[src/rtl/fetch_unit_if.sv]
// Instruction-memory request/response channel between the fetch stage and imem.
// The fetch unit drives req/addr; the memory answers with ready/rdata in the same cycle.
interface fetch_unit_if;
  logic        req;
  logic [31:0] addr;
  logic        ready;
  logic [31:0] rdata;

  modport master (output req, output addr, input ready, input rdata);
  modport slave  (input req, input addr, output ready, output rdata);
endinterface

[src/rtl/fetch_unit.sv]
// Instruction-fetch stage: owns the fetch PC, buffers up to two responses (slot + skid),
// and squashes the fetch/decode entry with a NOP on EX redirects, dropping any in-flight request.
module fetch_unit #(
  parameter logic [31:0] RESET_PC = 32'h0000_0000,
  parameter logic [31:0] NOP      = 32'h0000_0013
) (
  input  logic                clk,
  input  logic                reset_n,
  fetch_unit_if.master        imem,
  input  logic                stall,
  input  logic                redirect,
  input  logic [31:0]         redirect_pc,
  output logic [31:0]         instructionOUT,
  output logic [31:0]         pcOUT,
  output logic [31:0]         pcPlus4OUT,
  output logic                fd_we
);

  typedef enum logic [1:0] {
    IDLE  = 2'd0,
    FETCH = 2'd1,
    HOLD  = 2'd2,
    DROP  = 2'd3
  } state_t;

  state_t      state_r;
  state_t      state_nxt_s;
  logic [31:0] fpc_r;
  logic        slot_v_r;
  logic [31:0] slot_instr_r;
  logic [31:0] slot_pc_r;
  logic [31:0] skid_instr_r;
  logic [31:0] skid_pc_r;
  logic [31:0] drop_addr_r;

  logic        consume_s;
  logic        accept_s;
  logic        to_slot_s;
  logic        to_skid_s;
  logic        skid_to_slot_s;
  logic        arm_drop_s;

  assign consume_s      = slot_v_r & ~stall & ~redirect;
  assign pcOUT          = slot_pc_r;
  assign pcPlus4OUT     = slot_pc_r + 32'd4;
  assign instructionOUT = redirect ? NOP : slot_instr_r;
  assign fd_we          = redirect | (slot_v_r & ~stall);

  // State register.
  always_ff @(posedge clk or negedge reset_n) begin
    if (!reset_n) begin
      state_r <= IDLE;
    end else begin
      state_r <= state_nxt_s;
    end
  end

  // Next-state decode plus the datapath strobes that go with each transition.
  always_comb begin
    state_nxt_s    = state_r;
    accept_s       = 1'b0;
    to_slot_s      = 1'b0;
    to_skid_s      = 1'b0;
    skid_to_slot_s = 1'b0;
    arm_drop_s     = 1'b0;
    case (state_r)
      IDLE: begin
        state_nxt_s = FETCH;
      end
      FETCH: begin
        if (redirect) begin
          if (imem.ready) begin
            state_nxt_s = FETCH;
          end else begin
            state_nxt_s = DROP;
            arm_drop_s  = 1'b1;
          end
        end else if (imem.ready) begin
          accept_s = 1'b1;
          if (!slot_v_r || consume_s) begin
            to_slot_s   = 1'b1;
            state_nxt_s = FETCH;
          end else begin
            to_skid_s   = 1'b1;
            state_nxt_s = HOLD;
          end
        end else begin
          state_nxt_s = FETCH;
        end
      end
      HOLD: begin
        if (redirect) begin
          state_nxt_s = FETCH;
        end else if (consume_s) begin
          skid_to_slot_s = 1'b1;
          state_nxt_s    = FETCH;
        end else begin
          state_nxt_s = HOLD;
        end
      end
      DROP: begin
        // A newer redirect keeps us waiting on the same abandoned address.
        if (redirect) begin
          state_nxt_s = DROP;
        end else if (imem.ready) begin
          state_nxt_s = FETCH;
        end else begin
          state_nxt_s = DROP;
        end
      end
      default: begin
        state_nxt_s = IDLE;
      end
    endcase
  end

  // Request outputs per state.
  always_comb begin
    imem.req  = 1'b0;
    imem.addr = fpc_r;
    case (state_r)
      FETCH: begin
        imem.req  = 1'b1;
        imem.addr = fpc_r;
      end
      DROP: begin
        imem.req  = 1'b1;
        imem.addr = drop_addr_r;
      end
      default: begin
        imem.req  = 1'b0;
        imem.addr = fpc_r;
      end
    endcase
  end

  // Fetch PC, output slot, skid entry and the address of an abandoned request.
  always_ff @(posedge clk or negedge reset_n) begin
    if (!reset_n) begin
      fpc_r        <= RESET_PC;
      slot_v_r     <= 1'b0;
      slot_instr_r <= NOP;
      slot_pc_r    <= RESET_PC;
      skid_instr_r <= NOP;
      skid_pc_r    <= RESET_PC;
      drop_addr_r  <= RESET_PC;
    end else if (redirect) begin
      fpc_r    <= redirect_pc;
      slot_v_r <= 1'b0;
      if (arm_drop_s) begin
        drop_addr_r <= fpc_r;
      end
    end else begin
      if (accept_s) begin
        fpc_r <= fpc_r + 32'd4;
      end
      if (to_slot_s) begin
        slot_v_r     <= 1'b1;
        slot_instr_r <= imem.rdata;
        slot_pc_r    <= fpc_r;
      end else if (skid_to_slot_s) begin
        slot_v_r     <= 1'b1;
        slot_instr_r <= skid_instr_r;
        slot_pc_r    <= skid_pc_r;
      end else if (consume_s) begin
        slot_v_r <= 1'b0;
      end
      if (to_skid_s) begin
        skid_instr_r <= imem.rdata;
        skid_pc_r    <= fpc_r;
      end
    end
  end

endmodule
[src/flat_wrapper.sv]
// flat-port wrapper written by rule: the top's interface ports become plain ports
module fetch_unit_flat 
#(
  parameter logic [31:0] RESET_PC = 32'h0000_0000,
  parameter logic [31:0] NOP      = 32'h0000_0013
)
  (clk, reset_n, stall, redirect, redirect_pc, instructionOUT, pcOUT, pcPlus4OUT, fd_we, imem_req, imem_addr, imem_ready, imem_rdata);
  fetch_unit_if imem_i ();
  input  logic clk;
  input  logic reset_n;
  input  logic stall;
  input  logic redirect;
  input  logic [31:0] redirect_pc;
  output logic [31:0] instructionOUT;
  output logic [31:0] pcOUT;
  output logic [31:0] pcPlus4OUT;
  output logic fd_we;
  output wire logic [$bits(imem_i.req)-1:0] imem_req;
  output wire logic [$bits(imem_i.addr)-1:0] imem_addr;
  input wire logic [$bits(imem_i.ready)-1:0] imem_ready;
  input wire logic [$bits(imem_i.rdata)-1:0] imem_rdata;
  assign imem_req = imem_i.req;
  assign imem_addr = imem_i.addr;
  assign imem_i.ready = imem_ready;
  assign imem_i.rdata = imem_rdata;
  fetch_unit #(.RESET_PC(RESET_PC), .NOP(NOP)) u_core (.clk(clk), .reset_n(reset_n), .imem(imem_i), .stall(stall), .redirect(redirect), .redirect_pc(redirect_pc), .instructionOUT(instructionOUT), .pcOUT(pcOUT), .pcPlus4OUT(pcPlus4OUT), .fd_we(fd_we));
endmodule
[config.mk]
export PLATFORM = sky130hd
export DESIGN_NAME = fetch_unit_flat
export DESIGN_NICKNAME = d
export VERILOG_FILES = /design/src/rtl/fetch_unit_if.sv /design/src/rtl/fetch_unit.sv /design/src/flat_wrapper.sv
export SDC_FILE = /design/constraint.sdc
export NUM_CORES = 1
export LEC_CHECK = 0
export CAP_MARGIN = 20
export CELL_PAD_IN_SITES_DETAIL_PLACEMENT = 2
export CELL_PAD_IN_SITES_GLOBAL_PLACEMENT = 2
export CORE_MARGIN = 2
export CORE_UTILIZATION = 37
export DETAILED_ROUTE_END_ITERATION = 12
export GPL_TIMING_DRIVEN = 0
export PLACE_DENSITY = 0.85
export SETUP_SLACK_MARGIN = 0.05
export SLEW_MARGIN = 20
export SYNTH_ARGS = -nofsm -noshare
export SYNTH_HDL_FRONTEND = slang
export SYNTH_SLANG_ARGS = --single-unit
export TNS_END_PERCENT = 10
[constraint.sdc]
create_clock -name clk -period 6.19 [get_ports clk]
set_input_delay 1.238 -clock clk [delete_from_list [all_inputs] [get_ports clk]]
set_output_delay 1.238 -clock clk [all_outputs]
set_load 0.1 [all_outputs]
==> flow_summary.ini <==
[outcome]
status = complete, no violations

[clock_tree]
cts.repair.resized = 0
cts_setup_buffers = 0
cts_max_path_buffers = 2
clk_pin_slew_ps = 70
cts_tree = done
cts_root_buf = clkbuf_16
cts_hold_buf = 0
clock-sinks = 195
h-tree-depth = 4
numCtsBuffers = 17
worstSkewPairLatency_ps = 450

[placed_design]
placed_cell_area_sq_mm = 0.0124
place_inst = 1357
place.gp.congestion = 0.782
io_buffers = 198
hpwl_mm = 23.4
pre_cts_ws_ps = 719

[power]
pwr-share-seq = 0.285
clock_power_share = 0.162
cellPowerDensity_mw_per_mm2 = 540
swShare = 0.525
ir_worst_vdd_uv = 334
p_switching_mw = 3.70
comb_power_share = 0.553
internal-power_mw = 3.35
total_power_mw = 7.04
p_leak_nw = 5.40

[global_routing]
grt_max_degree = 94
grt_pass1_wl_mm = 52.2
grt_pass1_vias = 8695
overflow = 0
grt.total_usage = 0.241
antenna_found_initial = 3

[worst_setup_path]
path_cells = clkdlybuf4s50_1, clkbuf_1, buf_1, nor2b_1, clkdlybuf4s50_1
r2r-start = u_core.state_r[1]
arrival_ps = 4150
r2r-end = u_core.skid_pc_r[26]
path_class = in2out
crit_required_ps = 4950
critPathCaptureType = primary output
max_stage_delay_ps = 1000
reg2reg_slack_ps = 3520
start_kind = input pin
path_buf_inv = 4
cp-startpoint = redirect
critical_path.most_common_cell = clkdlybuf4s50_1
cp_top_family = buffers and inverters
cp.depth = 5
cp-endpoint = instructionOUT[3]
rr_worst_depth = 5
slowest_stage = clkdlybuf4s50_1
cp_max_fo = 10

[sta]
worst_slew_pin_slew_ps = 1070
hold_viol_final = 0
whs_ps = 502
maxSlewViolCount = 0
fin_skew_ps = 11.4
slew_headroom = 0.284
rsz0062_at_grt = no
setup_slack_ps = 803
max_freq_mhz = 186
fin_crit_ps = 5390
setup_tns_ps = 0
post-route-period-util = 0.870
finalSetupViolCount = 0

[layout]
final_cell_area_sq_mm = 0.0130
area_delta_synth_final_pct = 30.8
utilization = 0.488
final_common_cell = mux2_2
final_cell_mix = mux2_2 (255), clkdlybuf4s50_1 (197), dfrtp_1 (189)
final_nets = 1106
drive_above_1_share = 0.323
final_cells = 1392

[die]
core_area_sq_mm = 0.0267
die_w_um = 168
die_y_um = 168
rows = 60
die-area_sq_mm = 0.0283
initial_core_util = 0.373
ioPinCount = 199

[detailed_routing]
via_per_inst = 5.49
first_pass_iters = 4
ant_nets = 0
vias = 7646
post_drt_wl_per_cell_um = 23.9
drc = 0
drt_iter0_drc = 320
routed_wl_mm = 33.3

[logic_synthesis]
syn_nets = 886
ys.flop_type = dfrtp_1
synth_area_per_cell_sq_um = 12.2
synth_edf_count = 0
yosysTopAreaCellShare = 0.474
netlist_top_cells_area = dfrtp_1 (47%), mux2_2 (29%), xnor2_1 (2.6%), nor2b_1 (2.0%), dfstp_2 (1.6%)
synth_largest_area_cell = dfrtp_1
yosysWarnings = 0
netlist_area_sq_mm = 0.00997
synth_seq_cells = 195
seq_area_frac_synth = 0.490
syn_inst = 815
synth.distinct_cells = 51
async_flop_share = 1.00

[min_path]
hold_class = reg2reg

[flow_run]
drv_cap = 0
[worst reg2reg max path: cells and delay by family, from the launching register on]
family	cells	cell delay, ps
buf+inv	2	1090
mux	1	390
simple gates	2	630
flops	1	450
[per-layer routing]
layer	track usage	wire length, um	up-vias
met3	0.0588	1920	28
li1	-	-	3413
met2	0.434	17300	214
met1	0.291	13700	3991
met4	0.0551	355	0
met5	0	0	-
[registers in the layout, indices dropped and copies added, names as in the netlist]
| register | count |
|---|---|
| u_core.drop_addr_r | 32 |
| u_core.fpc_r | 32 |
| u_core.pcOUT | 32 |
| u_core.skid_instr_r | 32 |
| u_core.skid_pc_r | 32 |
| u_core.slot_instr_r | 32 |
| u_core.slot_v_r | 1 |
| u_core.state_r | 2 |
[how the worst min path moves through the flow]
stage | start | to | slack (ps) | cells past startpoint
finish | u_core.slot_instr_r[6] | u_core.slot_instr_r[6] | 500 | 1
global route | u_core.slot_instr_r[26] | u_core.slot_instr_r[26] | 520 | 1
CTS | u_core.slot_instr_r[5] | u_core.slot_instr_r[5] | 510 | 1
detailed placement | u_core.slot_instr_r[23] | u_core.slot_instr_r[23] | 490 | 1
global placement | u_core.drop_addr_r[6] | u_core.drop_addr_r[6] | 470 | 1
floorplan | u_core.drop_addr_r[6] | u_core.drop_addr_r[6] | 450 | 1
[cell families (layout without fill, tap and decap cells)]
kind of cell	after synthesis	count (layout)	share of synthesized area
and+or+nand+nor	195	195	0.112
buffers and inverters	69	302	0.0316
adders and majority gates	2	2	0.00251
muxes	259	259	0.292
xor gates and xnor gates	34	34	0.0299
AOI/OAI and AO/OA	61	61	0.0414
DFF	195	195	0.490
other	0	3	0
[cell type report]
type,instances,area [sq um]
fillers,2644,13700
diodes,3,7.51
plain buffers,60,282
clock buffers,19,443
clock inverters,13,141
well taps,341,427
inverters,9,33.8
repair buffers,201,2050
multi-input cells,551,4770
flip-flops and latches,195,4890
[power by group through the flow]
stage / Sequential, mW / Combinational [mW] / Clock (mW)
global route: 2.07 / 4.02 / 1.21
CTS: 2.01 / 3.92 / 1.16
detailed placement: 2.02 / 3.90 / 0
finish: 2.01 / 3.89 / 1.14
global placement: 1.98 / 3.82 / 0
floorplan: 2.59 / 2.36 / 0
[cell usage after synthesis, drive strengths merged, types with 10 or more instances]
library cell and count:
and3 10, or4 14, a31oi 16, clkbuf 24, nand3 22, nand4 22, dfrtp 189, nor2b 32
mux2 256, nor2 23, buf 36, nand2 38, o31ai 10, xnor2 30, o21ai 14
Power figures use the tool's default switching activity.
